$ cat src/rtl/ceespu_memstage_if.sv
// ceespu_memstage_if -- signal bundle around the Ceespu memory stage.
//
// Groups three links:
//   execute -> memstage : I_valid, I_isLoad, I_isStore, I_selMem, I_selWb,
//                         I_PC, I_aluResult, I_storeData, I_regDst, I_regWe
//                         and O_stall back to execute
//   memstage <-> dmem   : O_dmemReq, O_dmemAddr, O_dmemWe, O_dmemWData,
//                         I_dmemAck, I_dmemRData
//   memstage -> wb      : O_valid, O_selWb, O_selMem, O_PC, O_aluResult,
//                         O_dmemData, O_regDst, O_regWe
//                         (+ O_misaligned when CEESPU_MISALIGN_TRAP_EN is defined)
// Modport slave is taken by the memory stage; master by its environment.
interface ceespu_memstage_if;
    logic        I_valid;
    logic        I_isLoad;
    logic        I_isStore;
    logic [2:0]  I_selMem;
    logic [1:0]  I_selWb;
    logic [13:0] I_PC;
    logic [31:0] I_aluResult;
    logic [31:0] I_storeData;
    logic [4:0]  I_regDst;
    logic        I_regWe;
    logic        O_stall;

    logic        O_dmemReq;
    logic [29:0] O_dmemAddr;
    logic [3:0]  O_dmemWe;
    logic [31:0] O_dmemWData;
    logic        I_dmemAck;
    logic [31:0] I_dmemRData;

    logic        O_valid;
    logic [1:0]  O_selWb;
    logic [2:0]  O_selMem;
    logic [13:0] O_PC;
    logic [31:0] O_aluResult;
    logic [31:0] O_dmemData;
    logic [4:0]  O_regDst;
    logic        O_regWe;
`ifdef CEESPU_MISALIGN_TRAP_EN
    logic        O_misaligned;
`endif

    modport slave (
`ifdef CEESPU_MISALIGN_TRAP_EN
        output O_misaligned,
`endif
        input  I_valid, I_isLoad, I_isStore, I_selMem, I_selWb, I_PC,
               I_aluResult, I_storeData, I_regDst, I_regWe,
               I_dmemAck, I_dmemRData,
        output O_stall, O_dmemReq, O_dmemAddr, O_dmemWe, O_dmemWData,
               O_valid, O_selWb, O_selMem, O_PC, O_aluResult, O_dmemData,
               O_regDst, O_regWe
    );

    modport master (
`ifdef CEESPU_MISALIGN_TRAP_EN
        input  O_misaligned,
`endif
        output I_valid, I_isLoad, I_isStore, I_selMem, I_selWb, I_PC,
               I_aluResult, I_storeData, I_regDst, I_regWe,
               I_dmemAck, I_dmemRData,
        input  O_stall, O_dmemReq, O_dmemAddr, O_dmemWe, O_dmemWData,
               O_valid, O_selWb, O_selMem, O_PC, O_aluResult, O_dmemData,
               O_regDst, O_regWe
    );
endinterface

$ cat src/rtl/ceespu_memstage.sv
// ceespu_memstage -- memory stage of the Ceespu pipeline.
//
// Non-memory instructions retire one cycle after acceptance. Loads and stores
// latch their access, go BUSY and hold a request on the data memory until it
// acknowledges; the instruction then retires with the returned bus word.
// Upstream is stalled for every BUSY cycle.
//
// Ports:
//   I_clk  - clock, rising edge
//   I_rst  - synchronous active-high reset (drops any outstanding request)
//   bus    - ceespu_memstage_if.slave (execute, data memory, writeback links)
//
// Build option: define CEESPU_MISALIGN_TRAP_EN to trap misaligned word/half
// accesses (no request, retire in one cycle with O_regWe=0 and O_misaligned=1).
module ceespu_memstage (
    input  logic             I_clk,
    input  logic             I_rst,
    ceespu_memstage_if.slave bus
);

    typedef enum logic [0:0] {IDLE = 1'b0, BUSY = 1'b1} state_t;

    state_t      state_r;
    state_t      state_s;
    logic        is_mem_s;
    logic        misalign_s;
    logic [3:0]  we_s;
    logic [31:0] wdata_s;

    logic [31:0] addr_r;
    logic [3:0]  we_r;
    logic [31:0] wdata_r;
    logic [1:0]  pend_sel_wb_r;
    logic [2:0]  pend_sel_mem_r;
    logic [13:0] pend_pc_r;
    logic [4:0]  pend_reg_dst_r;
    logic        pend_reg_we_r;

    // Size codes: 0 = word, 1 = half, 2 = byte; anything else acts as word.
    function automatic logic [3:0] lane_enables(input logic [2:0] size, input logic [1:0] lo);
        case (size)
            3'd1:    lane_enables = lo[1] ? 4'b1100 : 4'b0011;
            3'd2:    lane_enables = 4'b0001 << lo;
            default: lane_enables = 4'b1111;
        endcase
    endfunction

    // Replicate the stored item across every lane so the enables pick it out.
    function automatic logic [31:0] lane_data(input logic [2:0] size, input logic [31:0] d);
        case (size)
            3'd1:    lane_data = {2{d[15:0]}};
            3'd2:    lane_data = {4{d[7:0]}};
            default: lane_data = d;
        endcase
    endfunction

    // A load with the store bit also set behaves as a store.
    assign is_mem_s = bus.I_isLoad | bus.I_isStore;
    assign we_s     = bus.I_isStore ? lane_enables(bus.I_selMem, bus.I_aluResult[1:0]) : 4'b0000;
    assign wdata_s  = lane_data(bus.I_selMem, bus.I_storeData);

`ifdef CEESPU_MISALIGN_TRAP_EN
    assign misalign_s = is_mem_s &&
                        (((bus.I_selMem == 3'd0) && (bus.I_aluResult[1:0] != 2'b00)) ||
                         ((bus.I_selMem == 3'd1) && bus.I_aluResult[0]));
`else
    assign misalign_s = 1'b0;
`endif

    // The bus request mirrors the state flop; address/enables/data are latched.
    assign bus.O_stall     = (state_r == BUSY);
    assign bus.O_dmemReq   = (state_r == BUSY);
    assign bus.O_dmemAddr  = addr_r[31:2];
    assign bus.O_dmemWe    = we_r;
    assign bus.O_dmemWData = wdata_r;

    // State register.
    always_ff @(posedge I_clk) begin
        if (I_rst) begin
            state_r <= IDLE;
        end else begin
            state_r <= state_s;
        end
    end

    // Next-state logic: only an aligned memory op leaves IDLE; only an ack leaves BUSY.
    always_comb begin
        state_s = state_r;
        case (state_r)
            IDLE: begin
                if (bus.I_valid && is_mem_s && !misalign_s) begin
                    state_s = BUSY;
                end else begin
                    state_s = IDLE;
                end
            end
            BUSY: begin
                if (bus.I_dmemAck) begin
                    state_s = IDLE;
                end else begin
                    state_s = BUSY;
                end
            end
            default: state_s = IDLE;
        endcase
    end

    // Latch memory accesses, and update the writeback outputs on retirement only.
    always_ff @(posedge I_clk) begin
        if (I_rst) begin
            addr_r           <= 32'd0;
            we_r             <= 4'd0;
            wdata_r          <= 32'd0;
            pend_sel_wb_r    <= 2'd0;
            pend_sel_mem_r   <= 3'd0;
            pend_pc_r        <= 14'd0;
            pend_reg_dst_r   <= 5'd0;
            pend_reg_we_r    <= 1'b0;
            bus.O_valid      <= 1'b0;
            bus.O_selWb      <= 2'd0;
            bus.O_selMem     <= 3'd0;
            bus.O_PC         <= 14'd0;
            bus.O_aluResult  <= 32'd0;
            bus.O_dmemData   <= 32'd0;
            bus.O_regDst     <= 5'd0;
            bus.O_regWe      <= 1'b0;
`ifdef CEESPU_MISALIGN_TRAP_EN
            bus.O_misaligned <= 1'b0;
`endif
        end else begin
            bus.O_valid      <= 1'b0;
`ifdef CEESPU_MISALIGN_TRAP_EN
            bus.O_misaligned <= 1'b0;
`endif
            case (state_r)
                IDLE: begin
                    if (bus.I_valid && (!is_mem_s || misalign_s)) begin
                        // Retire directly: plain ALU op, or a trapped misaligned access.
                        bus.O_valid     <= 1'b1;
                        bus.O_selWb     <= bus.I_selWb;
                        bus.O_selMem    <= bus.I_selMem;
                        bus.O_PC        <= bus.I_PC;
                        bus.O_aluResult <= bus.I_aluResult;
                        bus.O_regDst    <= bus.I_regDst;
                        bus.O_regWe     <= bus.I_regWe & ~misalign_s;
`ifdef CEESPU_MISALIGN_TRAP_EN
                        bus.O_misaligned <= misalign_s;
`endif
                    end else if (bus.I_valid) begin
                        addr_r         <= bus.I_aluResult;
                        we_r           <= we_s;
                        wdata_r        <= wdata_s;
                        pend_sel_wb_r  <= bus.I_selWb;
                        pend_sel_mem_r <= bus.I_selMem;
                        pend_pc_r      <= bus.I_PC;
                        pend_reg_dst_r <= bus.I_regDst;
                        pend_reg_we_r  <= bus.I_regWe;
                    end
                end
                BUSY: begin
                    if (bus.I_dmemAck) begin
                        // Stores capture whatever the bus returns as well.
                        bus.O_valid     <= 1'b1;
                        bus.O_dmemData  <= bus.I_dmemRData;
                        bus.O_selWb     <= pend_sel_wb_r;
                        bus.O_selMem    <= pend_sel_mem_r;
                        bus.O_PC        <= pend_pc_r;
                        bus.O_aluResult <= addr_r;
                        bus.O_regDst    <= pend_reg_dst_r;
                        bus.O_regWe     <= pend_reg_we_r;
                    end
                end
                default: begin
                end
            endcase
        end
    end

endmodule

$ cat src/flat_wrapper.sv
// flat-port wrapper written by rule: the top's interface ports become plain ports
module ceespu_memstage_flat 
  (I_clk, I_rst, bus_I_valid, bus_I_isLoad, bus_I_isStore, bus_I_selMem, bus_I_selWb, bus_I_PC, bus_I_aluResult, bus_I_storeData, bus_I_regDst, bus_I_regWe, bus_I_dmemAck, bus_I_dmemRData, bus_O_stall, bus_O_dmemReq, bus_O_dmemAddr, bus_O_dmemWe, bus_O_dmemWData, bus_O_valid, bus_O_selWb, bus_O_selMem, bus_O_PC, bus_O_aluResult, bus_O_dmemData, bus_O_regDst, bus_O_regWe);
  ceespu_memstage_if bus_i ();
  input  logic I_clk;
  input  logic I_rst;
  input wire logic [$bits(bus_i.I_valid)-1:0] bus_I_valid;
  input wire logic [$bits(bus_i.I_isLoad)-1:0] bus_I_isLoad;
  input wire logic [$bits(bus_i.I_isStore)-1:0] bus_I_isStore;
  input wire logic [$bits(bus_i.I_selMem)-1:0] bus_I_selMem;
  input wire logic [$bits(bus_i.I_selWb)-1:0] bus_I_selWb;
  input wire logic [$bits(bus_i.I_PC)-1:0] bus_I_PC;
  input wire logic [$bits(bus_i.I_aluResult)-1:0] bus_I_aluResult;
  input wire logic [$bits(bus_i.I_storeData)-1:0] bus_I_storeData;
  input wire logic [$bits(bus_i.I_regDst)-1:0] bus_I_regDst;
  input wire logic [$bits(bus_i.I_regWe)-1:0] bus_I_regWe;
  input wire logic [$bits(bus_i.I_dmemAck)-1:0] bus_I_dmemAck;
  input wire logic [$bits(bus_i.I_dmemRData)-1:0] bus_I_dmemRData;
  output wire logic [$bits(bus_i.O_stall)-1:0] bus_O_stall;
  output wire logic [$bits(bus_i.O_dmemReq)-1:0] bus_O_dmemReq;
  output wire logic [$bits(bus_i.O_dmemAddr)-1:0] bus_O_dmemAddr;
  output wire logic [$bits(bus_i.O_dmemWe)-1:0] bus_O_dmemWe;
  output wire logic [$bits(bus_i.O_dmemWData)-1:0] bus_O_dmemWData;
  output wire logic [$bits(bus_i.O_valid)-1:0] bus_O_valid;
  output wire logic [$bits(bus_i.O_selWb)-1:0] bus_O_selWb;
  output wire logic [$bits(bus_i.O_selMem)-1:0] bus_O_selMem;
  output wire logic [$bits(bus_i.O_PC)-1:0] bus_O_PC;
  output wire logic [$bits(bus_i.O_aluResult)-1:0] bus_O_aluResult;
  output wire logic [$bits(bus_i.O_dmemData)-1:0] bus_O_dmemData;
  output wire logic [$bits(bus_i.O_regDst)-1:0] bus_O_regDst;
  output wire logic [$bits(bus_i.O_regWe)-1:0] bus_O_regWe;
  assign bus_i.I_valid = bus_I_valid;
  assign bus_i.I_isLoad = bus_I_isLoad;
  assign bus_i.I_isStore = bus_I_isStore;
  assign bus_i.I_selMem = bus_I_selMem;
  assign bus_i.I_selWb = bus_I_selWb;
  assign bus_i.I_PC = bus_I_PC;
  assign bus_i.I_aluResult = bus_I_aluResult;
  assign bus_i.I_storeData = bus_I_storeData;
  assign bus_i.I_regDst = bus_I_regDst;
  assign bus_i.I_regWe = bus_I_regWe;
  assign bus_i.I_dmemAck = bus_I_dmemAck;
  assign bus_i.I_dmemRData = bus_I_dmemRData;
  assign bus_O_stall = bus_i.O_stall;
  assign bus_O_dmemReq = bus_i.O_dmemReq;
  assign bus_O_dmemAddr = bus_i.O_dmemAddr;
  assign bus_O_dmemWe = bus_i.O_dmemWe;
  assign bus_O_dmemWData = bus_i.O_dmemWData;
  assign bus_O_valid = bus_i.O_valid;
  assign bus_O_selWb = bus_i.O_selWb;
  assign bus_O_selMem = bus_i.O_selMem;
  assign bus_O_PC = bus_i.O_PC;
  assign bus_O_aluResult = bus_i.O_aluResult;
  assign bus_O_dmemData = bus_i.O_dmemData;
  assign bus_O_regDst = bus_i.O_regDst;
  assign bus_O_regWe = bus_i.O_regWe;
  ceespu_memstage u_core (.I_clk(I_clk), .I_rst(I_rst), .bus(bus_i));
endmodule
$ cat config.mk
export PLATFORM = sky130hd
export DESIGN_NAME = ceespu_memstage_flat
export DESIGN_NICKNAME = d
export VERILOG_FILES = /design/src/rtl/ceespu_memstage_if.sv /design/src/rtl/ceespu_memstage.sv /design/src/flat_wrapper.sv
export SDC_FILE = /design/constraint.sdc
export NUM_CORES = 1
export LEC_CHECK = 0
export BUFFER_PORTS_ARGS = -buffer_cell sky130_fd_sc_hd__buf_2
export CORE_ASPECT_RATIO = 0.75
export CORE_MARGIN = 4
export CORE_UTILIZATION = 40
export DETAILED_ROUTE_END_ITERATION = 12
export PLACE_DENSITY = 0.65
export SYNTH_ARGS = -nofsm -noshare
export SYNTH_HDL_FRONTEND = slang
export SYNTH_SLANG_ARGS = --single-unit
export TNS_END_PERCENT = 10
$ cat constraint.sdc
create_clock -name I_clk -period 3.8 [get_ports I_clk]
set_input_delay 0.19 -clock I_clk [delete_from_list [all_inputs] [get_ports I_clk]]
set_output_delay 0.19 -clock I_clk [all_outputs]
set_load 0.03 [all_outputs]
==> impl_results.md <==
- Number of cell instances on the worst register-to-register path: 6
- Final critical-path required period: 2580 ps
- Cell Area, Synth: 0.00768 mm^2
- Ratio of total power to cell area: 487 mW/mm^2
- Hpwl dp: 14.5 mm
- Post-DR wirelength/cell: 15.8 um
- Max incr delay on CP: 660 ps
- Starting density of the core: 0.412
- Count of endpoints failing hold in the final timing report: 0
- Fraction of layout instances using a drive strength above 1: 0.331
- Post-Synthesis Net Count: 1006
- Worst-Skew Late Latency: 420 ps
- Worst hold margin: 18.2 ps
- Routed wire length: 22.1 mm
- Multi-input combinational cell area: 0.00341 mm^2
- Worst reg2reg setup slack: 1220 ps
- Kind of cell adding the most delay to the critical path: compound AO/OA/AOI/OAI gates
- Overall Global Routing Usage: 0.199
- Number of violations reported at the end of detailed-routing iteration 0: 429
- Arrival @ worst endpoint: 2910 ps
- Cell Int Power: 3.37 mW
- CTS-repair resized insts: 0
- Peak supply drop: 202 uV
- Register bit count reported by yosys: 184
- Number of failing setup endpoints in the final timing report: 0
- Max stage delay cell, worst path: sky130_fd_sc_hd__dfxtp_4
- Deepest level of the CTS H-tree: 4
- Clock transition time at the flip-flop clock pins of the worst setup and hold paths: 70 ps
- Antenna violations before repair: 1
- Clock tree root buffer cell: sky130_fd_sc_hd__clkbuf_16
- Die height: 128 um
- Switching power summed over all nets: 1.51 mW
- Total via count after detailed routing: 6951
- Hold Crit Endpoint: u_core.pend_reg_dst_r[2]
- Number of optimization iterations in the first detailed-route pass: 4
- Sequential cell fraction of total power: 0.438
- Horizontal extent of the die: 168 um
- Die Area: 0.0215 mm^2
- Via count of the first global-routing pass: 6789
- Sequential cell area fraction in the yosys report: 0.479
- Buffers added on ports: 284
- Buf/Inv on CP: 2
- Wire length of the first global-routing pass: 35.1 mm
- Filler cells: 1740
- Setup repair after global routing missed its margin: false
- Critical-path cell list: and2_1, buf_4, a21o_4, buf_12, nor2_1, a211oi_1
- CTS tree: built
- Global placement routability congestion: 0.810
- Worst slew margin relative to its limit: 0.294
- Hold Path Origin: bus_I_regDst[2]
- Area Overhead vs Synth: 30.4%
- Tightest Pin Transition: 1060 ps
- Number of cells traversed by the worst hold path: 3
- Worst reg2reg path startpoint: u_core.bus.O_dmemReq
- Placement Setup Slack: 1290 ps
- DRT antenna net count: 0
- Setup WS post-layout: 1220 ps
- Max-capacitance violation count: 0
- Ratio of routed vias to standard cells: 4.99
- Area occupied by registers: 0.00369 mm^2
- Sw frac: 0.309
- Leakage Power: 4.25 nW
- Maximum frequency from static timing analysis: 0.388 GHz
- Clock network fraction of design power: 0.374
- Post-Syn Area per Cell: 8.74 um^2
- Final-report max-slew violation count: 0
- Biggest fanout along the worst timing path: 71
- Number of buffers inserted during clock tree synthesis: 17
- Library cells used by synthesis: 28
- Path type of the worst setup path: flop to flop
- Final worst path period share: 0.679
- Placeable core region: 0.0187 mm^2
- Path category of the worst min-delay check: primary input to flop
- Number of instances in the synthesized netlist: 879
- Remaining design rule violation count: 0
- Net count of the finished layout: 1260
- Total negative slack for setup checks: 0 ps
- Data required time of the critical path: 4130 ps
- Terminus of the critical flop-to-flop path: u_core.bus.O_PC[10]
- Result of the run: finished, final reports clean
- Std cell rows: 43
- Number of ports placed on the die boundary: 285
- Global-route congestion overflow total: 0
- Fin Clk Skew: 8.42 ps
- Nature of the critical path endpoint: flop
- Number of warnings printed during yosys synthesis: 0
- Type of element launching the critical path: flop
- Maximum clock insertion buffer count: 2
- Maximum number of pins on one net before global-route repair: 97
- Part of the total power dissipated in combinational logic: 0.188
- Clock sinks: 184
[repair_timing]
action	4_1_cts	5_1_grt
hold buffers	46	1
setup buffers	0	0
hold endpoints to repair	46	1
[final cells by class]
cell class	instances	area share
multi-input combinational	590	0.341
antenna	1	0.000250
clock buffer	17	0.0425
sequential	184	0.368
tap	247	0.0308
inverter	1	0.000375
timing repair buffer	339	0.199
clock inverter	15	0.0181
[synthesized netlist by cell type, drive strengths merged]
cell type | number | share of area
nor2b | 4 | 0.0033
mux2i | 57 | 0.074
nor4 | 8 | 0.0065
a22o | 1 | 0.0011
nand2b | 5 | 0.0041
a21oi | 104 | 0.068
a211oi | 58 | 0.089
clkbuf | 37 | 0.018
o21ai | 4 | 0.0026
nor3b | 1 | 0.00098
a311oi | 15 | 0.017
nor2 | 89 | 0.043
a22oi | 7 | 0.0068
nor3 | 16 | 0.010
dfxtp | 184 | 0.48
inv | 1 | 0.00049
a21o | 2 | 0.0020
nand2 | 212 | 0.10
nand3b | 2 | 0.0020
and2 | 1 | 0.00081
o2bb2ai | 4 | 0.0046
buf | 67 | 0.061
[cells in the final DEF, fill, tap and decap left out, drive strengths merged]
master / n
buf: 292
nand2: 212
dfxtp: 184
a21oi: 104
nor2: 89
a211oi: 58
mux2i: 57
dlygate4sd3: 47
clkbuf: 17
nor3: 16
a311oi: 15
nor4: 8
inv: 8
a22oi: 7
nand2b: 5
o2bb2ai: 4
clkinvlp: 4
nor2b: 4
o21ai: 4
nand3b: 2
bufinv: 2
clkinv: 2
a21o: 2
diode: 1
and2: 1
nor3b: 1
a22o: 1
[cell families (layout without fill, tap and decap cells)]
group | count (synthesis) | after routing | synth area share
and+or+nand+nor | 338 | 338 | 0.175
other | 0 | 1 | 0
muxes | 57 | 57 | 0.0743
DFF | 184 | 184 | 0.479
buffers and inverters | 105 | 372 | 0.0795
AOI/OAI and AO/OA | 195 | 195 | 0.192
[power by group through the flow]
stage / clock [mW] / sequential [mW] / combinational, mW
floorplan: 0 / 2.35 / 0.464
global placement: 0 / 2.18 / 0.870
detailed placement: 0 / 2.18 / 0.879
CTS: 1.87 / 2.14 / 0.919
global route: 1.95 / 2.15 / 0.991
finish: 1.82 / 2.14 / 0.917
[metal layers]
layer	global-route usage	wire, um	vias up
met5	0	0	-
met2	0.307	9890	248
met4	0.0568	337	0
met3	0.0567	1640	27
met1	0.274	10200	3200
li1	-	-	3476
[registers in the layout, indices dropped and copies added, names as in the netlist]
signal and flops:
u_core.bus.O_selWb 2, u_core.bus.O_regWe 1, u_core.pend_sel_wb_r 2, u_core.bus.O_regDst 5, u_core.bus.O_dmemWData 32, u_core.bus.O_valid 1, u_core.pend_reg_we_r 1, u_core.pend_reg_dst_r 5
u_core.bus.O_aluResult 32, u_core.addr_r 32, u_core.bus.O_dmemData 32, u_core.bus.O_selMem 3, u_core.bus.O_PC 14, u_core.pend_sel_mem_r 3, u_core.bus.O_dmemReq 1, u_core.pend_pc_r 14
u_core.bus.O_dmemWe 4
[per-stage QoR]
step	utilization	power, mW	instances	area (um^2)
after floorplan	-	2.81	879	7680
after global placement	0.479	3.05	1314	8940
after detailed placement	0.479	3.06	1314	8940
after CTS	0.536	4.92	1392	10000
after global routing	0.537	5.10	1394	10000
final	0.537	4.88	1394	10000
[worst register-to-register path, cell delays in order, from the launching register on]
cell	delay, ps
sky130_fd_sc_hd__dfxtp_4	660
sky130_fd_sc_hd__and2_1	210
sky130_fd_sc_hd__buf_4	320
sky130_fd_sc_hd__a21o_4	510
sky130_fd_sc_hd__buf_12	380
sky130_fd_sc_hd__nor2_1	190
sky130_fd_sc_hd__a211oi_1	240
[how the worst max path moves through the flow]
| stage | from | endpoint | slack, ps | depth (start not counted) |
|---|---|---|---|---|
| finish | u_core.bus.O_dmemReq | u_core.bus.O_PC[10] | 1220 | 6 |
| detailed placement | u_core.bus.O_dmemReq | u_core.bus.O_aluResult[25] | 1290 | 6 |
| global route | u_core.bus.O_dmemReq | u_core.bus.O_PC[9] | 1040 | 6 |
| CTS | u_core.bus.O_dmemReq | u_core.bus.O_PC[10] | 1200 | 6 |
| global placement | u_core.bus.O_dmemReq | u_core.bus.O_PC[13] | 1340 | 6 |
| floorplan | u_core.bus.O_dmemReq | u_core.bus.O_aluResult[16] | 2110 | 5 |
Power figures use the tool's default switching activity.
